==> src/rtl/sr_bank_sequencer.sv <==
// sr_bank_sequencer
//   Arbitrates SET/CLR/TOGGLE commands from two requesters onto a bank of N
//   clocked SR flip-flops. Drives at most one S or R line, and only for one
//   cycle per attempt. Reads Q back after a settle cycle and retries up to
//   MAX_RETRY times before reporting an error.
//
// Ports
//   CLK, RST            clock (rising edge), async active-high reset
//   REQn_VALID/READY    per-requester handshake (READY is combinational)
//   REQn_OP             00 SET, 01 CLR, 10 TOGGLE, 11 illegal
//   REQn_IDX            target flop index
//   S, R                registered set/reset lines to the bank
//   Q                   bank outputs read back
//   DONE                one-cycle completion pulse
//   DONE_ID, ERR        owner and error flag, qualified by DONE
//   BUSY                high whenever the sequencer is not idle
module sr_bank_sequencer #(
  parameter int N         = 8,
  parameter int IDX_W     = 3,
  parameter int MAX_RETRY = 2
) (
  input  logic             CLK,
  input  logic             RST,
  input  logic             REQ0_VALID,
  output logic             REQ0_READY,
  input  logic [1:0]       REQ0_OP,
  input  logic [IDX_W-1:0] REQ0_IDX,
  input  logic             REQ1_VALID,
  output logic             REQ1_READY,
  input  logic [1:0]       REQ1_OP,
  input  logic [IDX_W-1:0] REQ1_IDX,
  output logic [N-1:0]     S,
  output logic [N-1:0]     R,
  input  logic [N-1:0]     Q,
  output logic             DONE,
  output logic             DONE_ID,
  output logic             ERR,
  output logic             BUSY
);

  localparam int             RW        = (MAX_RETRY < 1) ? 1 : $clog2(MAX_RETRY + 1);
  localparam logic [RW-1:0]  RETRY_MAX = RW'(MAX_RETRY);
  localparam logic [IDX_W:0] N_LIM     = (IDX_W+1)'(N);

  typedef enum logic [2:0] {
    ST_IDLE, ST_DRIVE, ST_SETTLE, ST_CHECK, ST_RESP
  } state_t;

  state_t           state_q, state_d;
  logic             ptr_q, id_q, exp_q;
  logic [IDX_W-1:0] idx_q, idx_d;
  logic [RW-1:0]    retry_q, retry_d;

  logic             gnt_id, accept, req_bad, req_qbit, exp_d, err_d, done_id_d;
  logic [1:0]       req_op;
  logic [IDX_W-1:0] req_idx;
  logic [N-1:0]     set_d, clr_d;

  // Round robin: on contention the pointer decides, a lone requester always wins.
  assign gnt_id     = (REQ0_VALID && REQ1_VALID) ? ptr_q : REQ1_VALID;
  assign accept     = (state_q == ST_IDLE) && (REQ0_VALID || REQ1_VALID);
  assign REQ0_READY = accept && !gnt_id;
  assign REQ1_READY = accept &&  gnt_id;

  assign req_op   = gnt_id ? REQ1_OP  : REQ0_OP;
  assign req_idx  = gnt_id ? REQ1_IDX : REQ0_IDX;
  assign req_bad  = (req_op == 2'b11) || ({1'b0, req_idx} >= N_LIM);
  assign req_qbit = ({1'b0, req_idx} < N_LIM) ? Q[req_idx] : 1'b0;

  // Target and expected value as they will be after this edge; the lanes
  // register S/R from these so the drive appears exactly in the DRIVE cycle.
  always_comb begin
    exp_d = exp_q;
    idx_d = idx_q;
    if (accept) begin
      idx_d = req_idx;
      case (req_op)
        2'b00:   exp_d = 1'b1;
        2'b01:   exp_d = 1'b0;
        default: exp_d = ~req_qbit;  // TOGGLE: invert Q seen at accept
      endcase
    end
  end

  always_comb begin
    state_d   = state_q;
    retry_d   = retry_q;
    err_d     = 1'b0;
    done_id_d = id_q;
    case (state_q)
      ST_IDLE: begin
        done_id_d = gnt_id;  // illegal ops complete before id_q is visible
        if (accept) begin
          retry_d = '0;
          if (req_bad) begin
            state_d = ST_RESP;
            err_d   = 1'b1;
          end else begin
            state_d = ST_DRIVE;
          end
        end
      end
      ST_DRIVE:  state_d = ST_SETTLE;
      ST_SETTLE: state_d = ST_CHECK;
      ST_CHECK: begin
        if (Q[idx_q] == exp_q) begin
          state_d = ST_RESP;
        end else if (retry_q < RETRY_MAX) begin
          retry_d = retry_q + 1'b1;
          state_d = ST_DRIVE;
        end else begin
          state_d = ST_RESP;
          err_d   = 1'b1;
        end
      end
      ST_RESP:   state_d = ST_IDLE;
      default:   state_d = ST_IDLE;
    endcase
  end

  always_ff @(posedge CLK or posedge RST) begin
    if (RST) begin
      state_q <= ST_IDLE;
      ptr_q   <= 1'b0;
      id_q    <= 1'b0;
      exp_q   <= 1'b0;
      idx_q   <= '0;
      retry_q <= '0;
      DONE    <= 1'b0;
      DONE_ID <= 1'b0;
      ERR     <= 1'b0;
      BUSY    <= 1'b0;
    end else begin
      state_q <= state_d;
      retry_q <= retry_d;
      exp_q   <= exp_d;
      idx_q   <= idx_d;
      if (accept) begin
        id_q  <= gnt_id;
        ptr_q <= ~gnt_id;
      end
      DONE    <= (state_d == ST_RESP);
      DONE_ID <= (state_d == ST_RESP) && done_id_d;
      ERR     <= err_d;
      BUSY    <= (state_d != ST_IDLE);
    end
  end

  // Per-lane decode: one lane at most is hit, and it gets S or R, never both.
  for (genvar i = 0; i < N; i++) begin : g_lane
    logic hit;
    assign hit      = (state_d == ST_DRIVE) && (idx_d == IDX_W'(i));
    assign set_d[i] = hit &&  exp_d;
    assign clr_d[i] = hit && !exp_d;
  end

  // Async clear drops S/R in the same cycle reset is raised.
  always_ff @(posedge CLK or posedge RST) begin
    if (RST) begin
      S <= '0;
      R <= '0;
    end else begin
      S <= set_d;
      R <= clr_d;
    end
  end

endmodule

==> config.mk <==
export PLATFORM = sky130hd
export DESIGN_NAME = sr_bank_sequencer
export DESIGN_NICKNAME = d
export VERILOG_FILES = /design/src/rtl/sr_bank_sequencer.sv
export SDC_FILE = /design/constraint.sdc
export NUM_CORES = 1
export LEC_CHECK = 0
export BUFFER_PORTS_ARGS = -buffer_cell sky130_fd_sc_hd__clkbuf_2
export CAP_MARGIN = 5
export CORE_ASPECT_RATIO = 0.8
export CORE_MARGIN = 4
export CORE_UTILIZATION = 45
export CTS_CLUSTER_SIZE = 8
export DETAILED_ROUTE_END_ITERATION = 16
export HOLD_SLACK_MARGIN = 0.1
export PLACE_DENSITY = 0.76
export SYNTH_ARGS = -nofsm -noshare
export SYNTH_HDL_FRONTEND = slang
export SYNTH_SLANG_ARGS = --single-unit
==> constraint.sdc <==
create_clock -name CLK -period 2.7 [get_ports CLK]
set_input_delay 0.135 -clock CLK [delete_from_list [all_inputs] [get_ports CLK]]
set_output_delay 0.135 -clock CLK [all_outputs]
set_load 0.02 [all_outputs]
======== Word-level counts from Yosys, hierarchy flattened ========
Index checks and enable logic that the tools add are counted.
operators by class
  add/sub/neg operators ................... 1
  multipliers ............................. 0
  div/mod/pow operators ................... 0
  order comparisons ....................... 3
  equal/unequal tests ..................... 18
  shifts and indexed selects .............. 0
  mux-type cells .......................... 25
  bitwise logic cells ..................... 2
  reduce and logical (&&, ||, !) cells .... 38
operators with widths
  cell                                                                   count
  1-bit logical AND                                                      29
  3-bit two-way mux                                                      6
  3-bit equality test, second input constant                             5
  3-bit by 2-bit equality test with 1-bit output, second input constant  4
  3-bit case mux with 4 select lines                                     1
  3-bit by 1-bit equality test with 1-bit output, second input constant  3
  1-bit two-way mux                                                      9
  3-bit by 4-bit < comparator with 1-bit output, second input constant   2
  2-bit two-way mux                                                      4
  1-bit binary-select mux with 3-bit select                              2
  3-bit zero test                                                        2
  2-bit != test, second input constant                                   3
  1-bit case mux with 2 select lines                                     2
  2-bit case mux with 2 select lines                                     1
  4-bit AND reduction                                                    1
  3-bit nonzero test                                                     1
  2-bit by 1-bit adder with 2-bit output, second input constant          1
  2-bit by 1-bit equality test with 1-bit output, second input constant  1
  2-bit equality test, second input constant                             1
  1-bit zero test                                                        2
  2-bit zero test                                                        1
  2-bit < comparator, second input constant                              1
  1-bit NOT                                                              2
  2-bit nonzero test                                                     1
  2 further kinds                                                        2
storage, ports and cells
  bits in registers ....................... 31
  latch bits .............................. 0
  bits in writable memories ............... 0
  memory bits (read-only) ................. 0
  bits of input ports ..................... 22
  output and inout port bits .............. 22
  logic and storage cells ................. 99
  memories ................................ 0

======== Depth between registers and ports, before layout ========
  depth after elaboration ................. 10
  mapped depth ............................ 7
  gate-level depth less buffers ........... 6

======== Worst setup path after synthesis ========
OpenSTA, ideal clock, no wires.
  path type ............................... register to register
  from .................................... reg state_q[0]
  to ...................................... reg S[2]
  library setup time ...................... 0.068 ns
  arrival ................................. 1.881 ns
  data required time ...................... 2.632 ns
  slack ................................... 0.752 ns
  stages on the path, launching flop included .. 7
  path buffers ............................ 1
  clock period less this slack ............ 1.948 ns
  cell sequence ........................... dfrtp_1 or3_4 nor2_4 o311ai_0 o31ai_4 buf_6 o2111a_1
RTL lines
  item                      RTL line  source
  start: declaration        49        state_t state_q, state_d;
  start signal: assignment  134       state_q <= state_d;
  3-bit zero test           61        assign accept = (state_q == ST_IDLE) && (REQ0_VALID || REQ1_VALID);
  1-bit logical AND         61
  1-bit two-way mux         75        if (accept) begin
  net exp_d                 54        logic gnt_id, accept, req_bad, req_qbit, exp_d, err_d, done_id_d;
  1-bit logical AND         153       assign set_d[i] = hit && exp_d;
  net set_d[2]              57        logic [N-1:0] set_d, clr_d;
  end signal: assignment    163       S <= set_d;
  end: declaration          32        output logic [N-1:0] S,
The timed path passes the listed nets, and every way through them passes these cells.
A chain may end at the register's enable or synchronous reset.

======== Final worst setup path ========
  from .................................... reg state_q[0]
  to ...................................... reg S[4]
between the ends
  word-level cells in the longest chain between the ends .. 7
ends and longest elaborated chain
  item                                            RTL line  source
  3-bit zero test                                 61, 90
  1-bit logical AND                               61
  3-bit two-way mux                               93        if (accept) begin
  3-bit case mux with 4 select lines              90        case (state_q)
  3-bit by 1-bit equality test with 1-bit output  152       assign hit = (state_d == ST_DRIVE) && (idx_d == IDX_W'(i));
  1-bit logical AND                               152
  1-bit logical AND *                             153
  net set_d[4]                                    57
The timed path passes the listed nets; every way through them passes the cells marked *.

==> results.sh <==
export IMPL_vias=1325
export IMPL_synth_top_family_by_area="simple AND/OR/NAND/NOR gates"
export IMPL_wire_per_inst_um=15.8
export IMPL_clkTransAtPathRegs_ns=0.06
export IMPL_cellLeakagePower_uw=0.000979
export IMPL_finalMaxSlewViolations=0
export IMPL_p_int_uw=1190
export IMPL_synth_xor_area_frac=0.0111
export IMPL_p_seq_frac=0.349
export IMPL_synth_commonest_cells="dfrtp_1, nor2_1, nand2_1, nor2b_1, o21ai_0"
export IMPL_insertion_delay_ns=0.29
export IMPL_ys_flop_type="dfrtp_1"
export IMPL_grt_use_total=0.184
export IMPL_clock_sinks=31
export IMPL_final_hold_violation_count=0
export IMPL_cts_repair_resized=0
export IMPL_dieArea_sq_mm=0.00453
export IMPL_start_util=0.491
export IMPL_routed_wirelength_mm=3.72
export IMPL_min_period_over_period=0.865
export IMPL_synth_seq_area_share=0.491
export IMPL_synth_compound_area_frac=0.158
export IMPL_syn_cell_area_sq_mm=0.00158
export IMPL_cts_buffers=5
export IMPL_crit_type="register to register"
export IMPL_gp_congestion=0.865
export IMPL_clockRootBuffer="clkbuf_8"
export IMPL_route_detailed_drc=0
export IMPL_core_sq_mm=0.00322
export IMPL_vias_per_cell=5.64
export IMPL_drtIter0Drc=78
export IMPL_die_w_um=74.3
export IMPL_synth_most_common_cell="dfrtp_1"
export IMPL_worstPathRequired_ns=2.88
export IMPL_synth_seq_cells=31
export IMPL_setup_violations=0
export IMPL_cts_tree="yes"
export IMPL_syn_instance_count=144
export IMPL_area_delta_synth_final_pct=25.2
export IMPL_antenna_left=0
export IMPL_grt_pass1_vias=1344
export IMPL_start_kind="register"
export IMPL_endpoint_kind="register"
export IMPL_fin_skew_ns=0.0115
export IMPL_post_route_min_period_ns=2.34
export IMPL_grt_use_met2=0.299
export IMPL_status="finished clean"
export IMPL_peakVddDrop_uv=547
export IMPL_ys_async_sr_fraction=1.00
export IMPL_fin_nets=216
export IMPL_p_clk_frac=0.229
export IMPL_firstDrtPassIters=4
export IMPL_fmax_ghz=0.428
export IMPL_yosys_area_top_type="dfrtp_1"
export IMPL_rsz0062_at_grt="no"
export IMPL_maxSlewHeadroom=0.545
export IMPL_tightest_slew_ns=0.674
export IMPL_synth_nets=166
export IMPL_clk_path_buf_depth=2
export IMPL_rows=18
export IMPL_avgSynthCellArea_sq_um=11.0
export IMPL_synth_simple_area_share=0.195
export IMPL_power_net_switching_uw=780
export IMPL_fin_hold_ws_ns=0.251
export IMPL_swShare=0.396
export IMPL_yosys_warnings=0
export IMPL_htree_levels=2
export IMPL_grtUsageMet3=0.0555
export IMPL_num_antenna_cells=0
export IMPL_final_layout_size_suffix_gt1_frac=0.359
export IMPL_powerDensity_mw_per_mm2=995
export IMPL_synth_edf_count=0
export IMPL_io_pins=44
export IMPL_use_met1=0.238
export IMPL_p_comb_frac=0.422
export IMPL_hpwl_mm=2.80
export IMPL_grt_busiest_layer="met2"
export IMPL_arrival_ns=2.52
export IMPL_synth_area_leaders="dfrtp_1, mux2i_1, nor2b_1"
export IMPL_synthMuxAreaShare=0.114
export IMPL_drv_cap=0
export IMPL_yosysTopAreaCellShare=0.491
export IMPL_hold_class="primary input to register"
export IMPL_grt_max_degree=32
export IMPL_grt_pass1_wl_mm=6.24
export IMPL_setup_tns_ns=0
export IMPL_numPortBuffers=43
export IMPL_die_h_um=61.0
export IMPL_synth_cell_types=40
export IMPL_synth_fa_ha_area_frac=0
export IMPL_overflow=0
export IMPL_cp_max_fo=17
export IMPL_antenna_found_initial=0
## sequential cells by signal, summed over array words and instances (netlist names)
| register | count |
|---|---|
| BUSY | 1 |
| DONE | 1 |
| DONE_ID | 1 |
| ERR | 1 |
| R | 8 |
| S | 8 |
| exp_q | 1 |
| id_q | 1 |
| idx_q | 3 |
| ptr_q | 1 |
| retry_q | 2 |
| state_q | 3 |
## routing by layer
layer	vias up	share of wire
li1	633	-
met1	658	0.45
met2	32	0.48
met3	2	0.061
met4	0	0.0046
met5	-	0
## cells in the final DEF (no fill, tap or decap), types with 2 or more instances in the layout
master	n
nor3_1	3
clkbuf_2	43
nand3_1	4
dfrtp_1	31
inv_1	7
clkbuf_8	5
and3_1	2
nand2_1	9
a31o_2	4
nor2b_1	9
mux2i_1	6
o2111ai_1	6
a21oi_1	7
nor2_1	14
nor4_1	2
nand2b_1	3
mux2_2	4
mux4_1	2
o21ai_0	8
## critical path: stages, from the launching register on
cell	delay, ns
dfrtp_1	0.44
or3_4	0.43
nor2_4	0.17
o311ai_0	0.25
o31ai_4	0.63
nor4b_2	0.31
## path summary, 6_finish.rpt
path	from	cells after the start	slack [ns]	to
worst max-delay path	state_q[0]	5	0.36	S[4]
worst min register to register	id_q	1	0.49	id_q
min in group asynchronous	RST	3	0.36	DONE_ID
worst max register to register	state_q[0]	5	0.36	S[4]
max in group asynchronous	RST	4	1.91	S[4]
worst min-delay path	REQ0_VALID	3	0.25	BUSY
## power by group through the flow
stage | logic (uW) | clock network [uW] | registers (uW)
6_report | 832 | 452 | 687
5_1_grt | 918 | 479 | 707
2_1_floorplan | 603 | 0 | 717
4_1_cts | 829 | 456 | 686
3_3_place_gp | 801 | 0 | 686
3_5_place_dp | 826 | 0 | 693
## what timing repair did
item / CTS / global route
hold buffers: 0 / 1
buffers inserted: 0 / 0
endpoints found under the hold margin: 0 / 7
## logic make-up (layout without fill, tap and decap cells)
| family | Yosys count | in the layout |
|---|---|---|
| xor+xnor | 2 | 2 |
| simple gates | 55 | 55 |
| buf+inv | 10 | 61 |
| compound gates | 33 | 33 |
| flops | 31 | 31 |
| mux | 13 | 13 |
## metrics by stage
stage	total power [uW]	std cells	utilization	cell area, sq um	worst slack [ns]
6_report	1970	235	0.615	1980	0.365
5_1_grt	2100	235	0.615	1980	0.162
4_1_cts	1970	233	0.603	1940	0.355
3_5_place_dp	1520	225	0.568	1830	0.391
3_3_place_gp	1490	225	0.568	1830	0.503
2_1_floorplan	1320	144	-	1580	0.752
## area by class of cell
class / instances / area (sq um)
timing repair buffer: 46 / 260
clock inverter: 3 / 43.8
sequential: 31 / 776
tap: 40 / 50.0
inverter: 7 / 26.3
clock buffer: 5 / 68.8
fill: 276 / 1240
multi-input combinational: 103 / 756
No activity file was read; power rests on OpenSTA's default activity.
